==> src/rtl/a2d_arbiter.sv <==
// a2d_arbiter: round-robin arbiter sharing one A2D_intf converter among NREQ requesters.
// Each granted requester gets one conversion on its channel. The 12-bit result and a
// one-cycle done pulse are returned to that requester.
// Optional feature macro: A2D_ARB_TIMEOUT_EN. It aborts a WAIT that lasts TIMEOUT_CYC cycles.
// Ports:
//   clk, rst_n         clock, asynchronous active-low reset
//   req[NREQ]          level request per requester, held until its done pulse
//   req_chnnl[3*NREQ]  requester i channel in bits [3i+2:3i]
//   gnt[NREQ]          one-hot grant, START through DONE
//   done[NREQ]         one-cycle completion pulse to the granted requester
//   rd_data[12]        last captured conversion result
//   err                timeout abort flag, pulses with done (tied 0 without the macro)
//   busy               arbiter not idle
//   strt_cnv, chnnl    start pulse and channel toward A2D_intf
//   cnv_cmplt, res     completion and result from A2D_intf
module a2d_arbiter #(
  parameter int unsigned NREQ        = 4,
  parameter int unsigned TIMEOUT_CYC = 4095
) (
  input  logic                  clk,
  input  logic                  rst_n,
  input  logic [NREQ-1:0]       req,
  input  logic [3*NREQ-1:0]     req_chnnl,
  output logic [NREQ-1:0]       gnt,
  output logic [NREQ-1:0]       done,
  output logic [11:0]           rd_data,
  output logic                  err,
  output logic                  busy,
  output logic                  strt_cnv,
  output logic [2:0]            chnnl,
  input  logic                  cnv_cmplt,
  input  logic [11:0]           res
);

  localparam int unsigned IW  = (NREQ > 1) ? $clog2(NREQ) : 1;
  localparam int unsigned CHW = 3;
  localparam int unsigned DW  = 12;

  localparam logic [1:0] IDLE  = 2'd0;
  localparam logic [1:0] START = 2'd1;
  localparam logic [1:0] WAIT  = 2'd2;
  localparam logic [1:0] DONE  = 2'd3;

  logic [1:0]      state, state_nxt;
  logic [IW-1:0]   last, last_nxt;
  logic [IW-1:0]   win_q, win_nxt;
  logic [NREQ-1:0] gnt_nxt, done_nxt;
  logic [DW-1:0]   rd_nxt;
  logic [CHW-1:0]  chnnl_nxt;
  logic            err_nxt, busy_nxt, strt_nxt;

  logic [CHW-1:0]  ch_arr [NREQ];
  logic            found_c;
  logic [IW-1:0]   pick_c;
  int unsigned     scan_idx;

`ifdef A2D_ARB_TIMEOUT_EN
  localparam int unsigned CW = 12;
  logic [CW-1:0]   cnt, cnt_nxt;
  logic            tmo, tmo_nxt;
`else
  logic            unused_tmo;
  assign unused_tmo = ^32'(TIMEOUT_CYC);
`endif

  // Split the packed channel bus into one entry per requester
  always_comb begin
    for (int unsigned i = 0; i < NREQ; i++) begin
      ch_arr[i] = req_chnnl[CHW*i +: CHW];
    end
  end

  // Round-robin scan starting just after the last served requester
  always_comb begin
    found_c  = 1'b0;
    pick_c   = '0;
    scan_idx = 0;
    for (int unsigned k = 1; k <= NREQ; k++) begin
      scan_idx = 32'(last) + k;
      if (scan_idx >= NREQ) scan_idx = scan_idx - NREQ;
      if (!found_c && req[IW'(scan_idx)]) begin
        found_c = 1'b1;
        pick_c  = IW'(scan_idx);
      end
    end
  end

  // Next-state and next-output logic; every output is registered one cycle behind its state
  always_comb begin
    state_nxt = state;
    last_nxt  = last;
    win_nxt   = win_q;
    gnt_nxt   = gnt;
    chnnl_nxt = chnnl;
    rd_nxt    = rd_data;
    strt_nxt  = 1'b0;
    done_nxt  = '0;
    err_nxt   = 1'b0;
`ifdef A2D_ARB_TIMEOUT_EN
    cnt_nxt   = cnt;
    tmo_nxt   = tmo;
`endif
    case (state)
      IDLE: begin
        if (found_c) begin
          win_nxt   = pick_c;
          gnt_nxt   = NREQ'(1) << pick_c;
          chnnl_nxt = ch_arr[pick_c];
          state_nxt = START;
        end
      end
      START: begin
        strt_nxt  = 1'b1;
        state_nxt = WAIT;
`ifdef A2D_ARB_TIMEOUT_EN
        cnt_nxt   = '0;
        tmo_nxt   = 1'b0;
`endif
      end
      WAIT: begin
        if (cnv_cmplt) begin
          rd_nxt    = res;
          state_nxt = DONE;
        end
`ifdef A2D_ARB_TIMEOUT_EN
        // A completion on the terminal cycle takes priority over the abort
        else if (cnt == CW'(TIMEOUT_CYC - 1)) begin
          tmo_nxt   = 1'b1;
          state_nxt = DONE;
        end else begin
          cnt_nxt   = cnt + CW'(1);
        end
`endif
      end
      DONE: begin
        done_nxt  = gnt;
        gnt_nxt   = '0;
        last_nxt  = win_q;
        state_nxt = IDLE;
`ifdef A2D_ARB_TIMEOUT_EN
        err_nxt   = tmo;
`endif
      end
      default: state_nxt = IDLE;
    endcase
    busy_nxt = (state_nxt != IDLE);
  end

  // State and output registers
  always_ff @(posedge clk or negedge rst_n) begin
    if (!rst_n) begin
      state    <= IDLE;
      last     <= IW'(NREQ - 1);
      win_q    <= '0;
      gnt      <= '0;
      done     <= '0;
      rd_data  <= '0;
      err      <= 1'b0;
      busy     <= 1'b0;
      strt_cnv <= 1'b0;
      chnnl    <= '0;
`ifdef A2D_ARB_TIMEOUT_EN
      cnt      <= '0;
      tmo      <= 1'b0;
`endif
    end else begin
      state    <= state_nxt;
      last     <= last_nxt;
      win_q    <= win_nxt;
      gnt      <= gnt_nxt;
      done     <= done_nxt;
      rd_data  <= rd_nxt;
      err      <= err_nxt;
      busy     <= busy_nxt;
      strt_cnv <= strt_nxt;
      chnnl    <= chnnl_nxt;
`ifdef A2D_ARB_TIMEOUT_EN
      cnt      <= cnt_nxt;
      tmo      <= tmo_nxt;
`endif
    end
  end

endmodule

==> config.mk <==
export PLATFORM = sky130hd
export DESIGN_NAME = a2d_arbiter
export DESIGN_NICKNAME = d
export VERILOG_FILES = /design/src/rtl/a2d_arbiter.sv
export SDC_FILE = /design/constraint.sdc
export NUM_CORES = 1
export LEC_CHECK = 0
export ABC_AREA = 1
export BUFFER_PORTS_ARGS = -buffer_cell sky130_fd_sc_hd__buf_4
export CAP_MARGIN = 20
export CELL_PAD_IN_SITES_DETAIL_PLACEMENT = 0
export CELL_PAD_IN_SITES_GLOBAL_PLACEMENT = 1
export CORE_MARGIN = 8
export CORE_UTILIZATION = 39
export DETAILED_ROUTE_END_ITERATION = 12
export HOLD_SLACK_MARGIN = 0.02
export PLACE_DENSITY = 0.93
export SLEW_MARGIN = 20
export SYNTH_ARGS = -nofsm -noshare
export SYNTH_HDL_FRONTEND = slang
export SYNTH_SLANG_ARGS = --single-unit
export TNS_END_PERCENT = 100
==> constraint.sdc <==
create_clock -name clk -period 2.9 [get_ports clk]
set_input_delay 0.29 -clock clk [delete_from_list [all_inputs] [get_ports clk]]
set_output_delay 0.29 -clock clk [all_outputs]
set_load 0.02 [all_outputs]
==> impl_metrics.csv <==
group,metric,value,unit
yosys,synth-main-ff-cell,"dfrtp_1",
die,initial_core_util,41.02,%
clocking,cts_tree,"yes",
placed_design,place_hpwl,2.929,mm
finish,syn2layout_area_growth,32.02,%
power_and_ir_drop,power.total,2.517,mW
yosys,synthTopCellsByArea,"dfrtp_1, nand2_1, mux2_2",
setup_path,ff2ff_path_depth,15,
setup_path,cp.buffers_inverters,1,
routing,drt_iter0_drc,71,
yosys,synth_seq_cells,31,
setup_path,critPathTopFamily,"simple AND/OR/NAND/NOR gates",
routing,wl,3.773,mm
power_and_ir_drop,p_leak,1.197,nW
global_route,antenna_found_initial,0,
sta,period_minus_slack,2.076,ns
setup_path,worstPathCellList,"inv_4, nand2_1, nand2_2, nand2_1, nand2_1, nand2_1, nand2_1, nand2_4, nand3_2, nand2_1, nand2_1, nand2_1, nand2_1, nand2_1, nand2_1",
die,design.die.area,0.006577,sq mm
finish,fillCellCount,386,
setup_path,cp_max_fo,11,
clocking,cts-buffers-inserted,5,
sta,fin_worst_skew,0.003461,ns
clocking,clock_latency,0.27,ns
clocking,clk_pin_slew,0.06,ns
sta,hold_violations,0,
setup_path,cp_data_required_time,3.06,ns
finish,final_core_util,54.16,%
status,status,"complete, no violations",
clocking,cts_resized,0,
sta,holdWs,0.2443,ns
yosys,synth_edf_count,0,
clocking,root_buffer,"clkbuf_8",
die,die_y,81.10,um
sta,layout_setup_ws,0.8243,ns
die,rows,23,
yosys,synth.largest_area_cell,"dfrtp_1",
finish,nets,286,
sta,clock.fmax,481.8,MHz
yosys,seq_area_frac_synth,47.09,%
clocking,cts.sinks,31,
global_route,grt_util_all_layers,12.08,%
placed_design,place_area,0.002091,sq mm
setup_path,worstSetupPathType,"reg -> reg",
yosys,synthCells,192,
yosys,ys_async_sr_fraction,100.0,%
global_route,globalRouteOverflowTotal,0,
routing,first_pass_iters,4,
setup_path,critPathSlowestCell,"dfstp_2",
yosys,ys_types,27,
placed_design,place_worst_setup_slack,0.8796,ns
placed_design,io_buffers,55,
setup_path,cp.arrival,2.23,ns
routing,vias_per_cell,4.605,
routing,vias,1386,
clocking,clock_path_buffers,2,
setup_path,end_kind,"register",
clocking,cts.htree.levels,2,
routing,avgRoutedWirePerCell,12.53,um
sta,finalSetupViolCount,0,
yosys,synth_top_cell_area_share,43.91,%
sta,slew_headroom,66.65,%
placed_design,dp_cells,292,
min_path,hold_path_class,"in -> reg",
die,die_w,81.10,um
job,drv.max_cap_violation_count,0,
setup_path,cp.depth,15,
setup_path,path_common_cell,"nand2_1",
yosys,yosys_warnings,0,
setup_path,max_stage_delay,0.66,ns
finish,drive_gt1_share,37.45,%
placed_design,gp_congestion,0.7505,
sta,tns,0,ns
yosys,syn_area_per_cell,8.609,sq um
routing,ant_nets,0,
finish,fin_area,0.002182,sq mm
global_route,grt_pass1_wl,6.320,mm
sta,slew_violations,0,
global_route,grt_pass1_vias,1374,
power_and_ir_drop,ir_drop,0.0006319,V
sta,worst_pin_slew,0.4990,ns
finish,stdcell_count,301,
power_and_ir_drop,p_per_area,1154,mW/mm^2
routing,drc,0,
yosys,postSynthNetCount,228,
yosys,syn-cell-area,0.001653,sq mm
sta,period_share,71.58,%
sta,rsz0062_at_grt,"no",
die,fp.coreArea,0.004029,sq mm
clocking,postCtsSetupRepairBufs,0,
die,io_pins,57,
global_route,grt_max_degree,32,
setup_path,critPathLaunchType,"register",
clocking,cts-hold-fix-buffers,1,
finish,antennaDiodeCount,0,
min_path,hold_depth,2,
## cell usage in the layout (no fill, tap or decap), drive strengths merged
cell type    Yosys  routed
nand2           78      78
buf              4      55
dfrtp           29      29
inv             23      23
nand3           14      14
mux2            12      12
o21ai            9       9
clkbuf           1       7
nand4            6       6
ha               5       5
nor2             5       5
dfstp            2       2
o22ai            1       1
or2              1       1
nand3b           1       1
conb             1       1
clkinv           0       1
dlygate4sd3      0       1
## where the power goes
part / internal, mW / switching (mW)
Clock: 0.168 / 0.145
Sequential: 0.625 / 0.112
Combinational: 0.570 / 0.897
## final cells by class
type / count / area (sq um) / area share, %
tap: 50 / 62.56 / 2.867
timing repair buffer: 56 / 422.9 / 19.38
clock inverter: 1 / 5.005 / 0.2294
inverter: 23 / 88.84 / 4.071
sequential: 31 / 778.2 / 35.67
clock buffer: 7 / 76.32 / 3.498
multi-input combinational: 133 / 748.2 / 34.29
## sequential cells by signal, indices dropped and copies added (netlist names)
signal	count
rd_data	12
done	4
gnt	4
chnnl	3
last	2
state	2
win_q	2
busy	1
strt_cnv	1
## worst reg2reg max path, delay by kind of cell, from the launching register on
family	cells	cell delay [ns]
buffers and inverters	1	0.10
and+or+nand+nor	14	1.21
DFF	1	0.66
## cell usage after synthesis (all sizes together) (2+ instances only)
master / count
o21ai: 9
nand3: 14
inv: 23
ha: 5
dfstp: 2
nand4: 6
nor2: 5
dfrtp: 29
mux2: 12
nand2: 78
buf: 4
## logic make-up (layout without fill, tap and decap cells)
group | count (synthesis) | count (layout) | synth area share [%]
simple gates | 105 | 105 | 29.98
flops | 31 | 31 | 47.09
buf+inv | 28 | 87 | 7.646
mux | 12 | 12 | 8.176
compound gates | 10 | 10 | 3.104
fa+ha+maj | 5 | 5 | 3.785
other cells | 1 | 1 | 0.2269
## final timing paths
check                               startpoint                endpoint  slack (ns)
hold reg to reg             gnt[3]$_DFFE_PN0P_       done[3]$_DFF_PN0_        0.48
hold / removal                          res[7]  rd_data[7]$_DFFE_PN0P_        0.24
min in group asynchronous                rst_n  rd_data[6]$_DFFE_PN0P_        0.49
setup reg to reg           last[0]$_DFFE_PN1P_    chnnl[1]$_DFFE_PN0P_        0.82
max in group asynchronous                rst_n     last[1]$_DFFE_PN1P_        2.10
setup / recovery           last[0]$_DFFE_PN1P_    chnnl[1]$_DFFE_PN0P_        0.82
## metal layers
layer	part of all wire, %	wire (um)	global-route usage (%)
met3	5.0	189	3.201
met4	1.0	38	5.000
met5	0	0	0
met1	40	1515	14.11
met2	54	2029	20.53
Note: power is estimated with default switching activity, not from simulation.
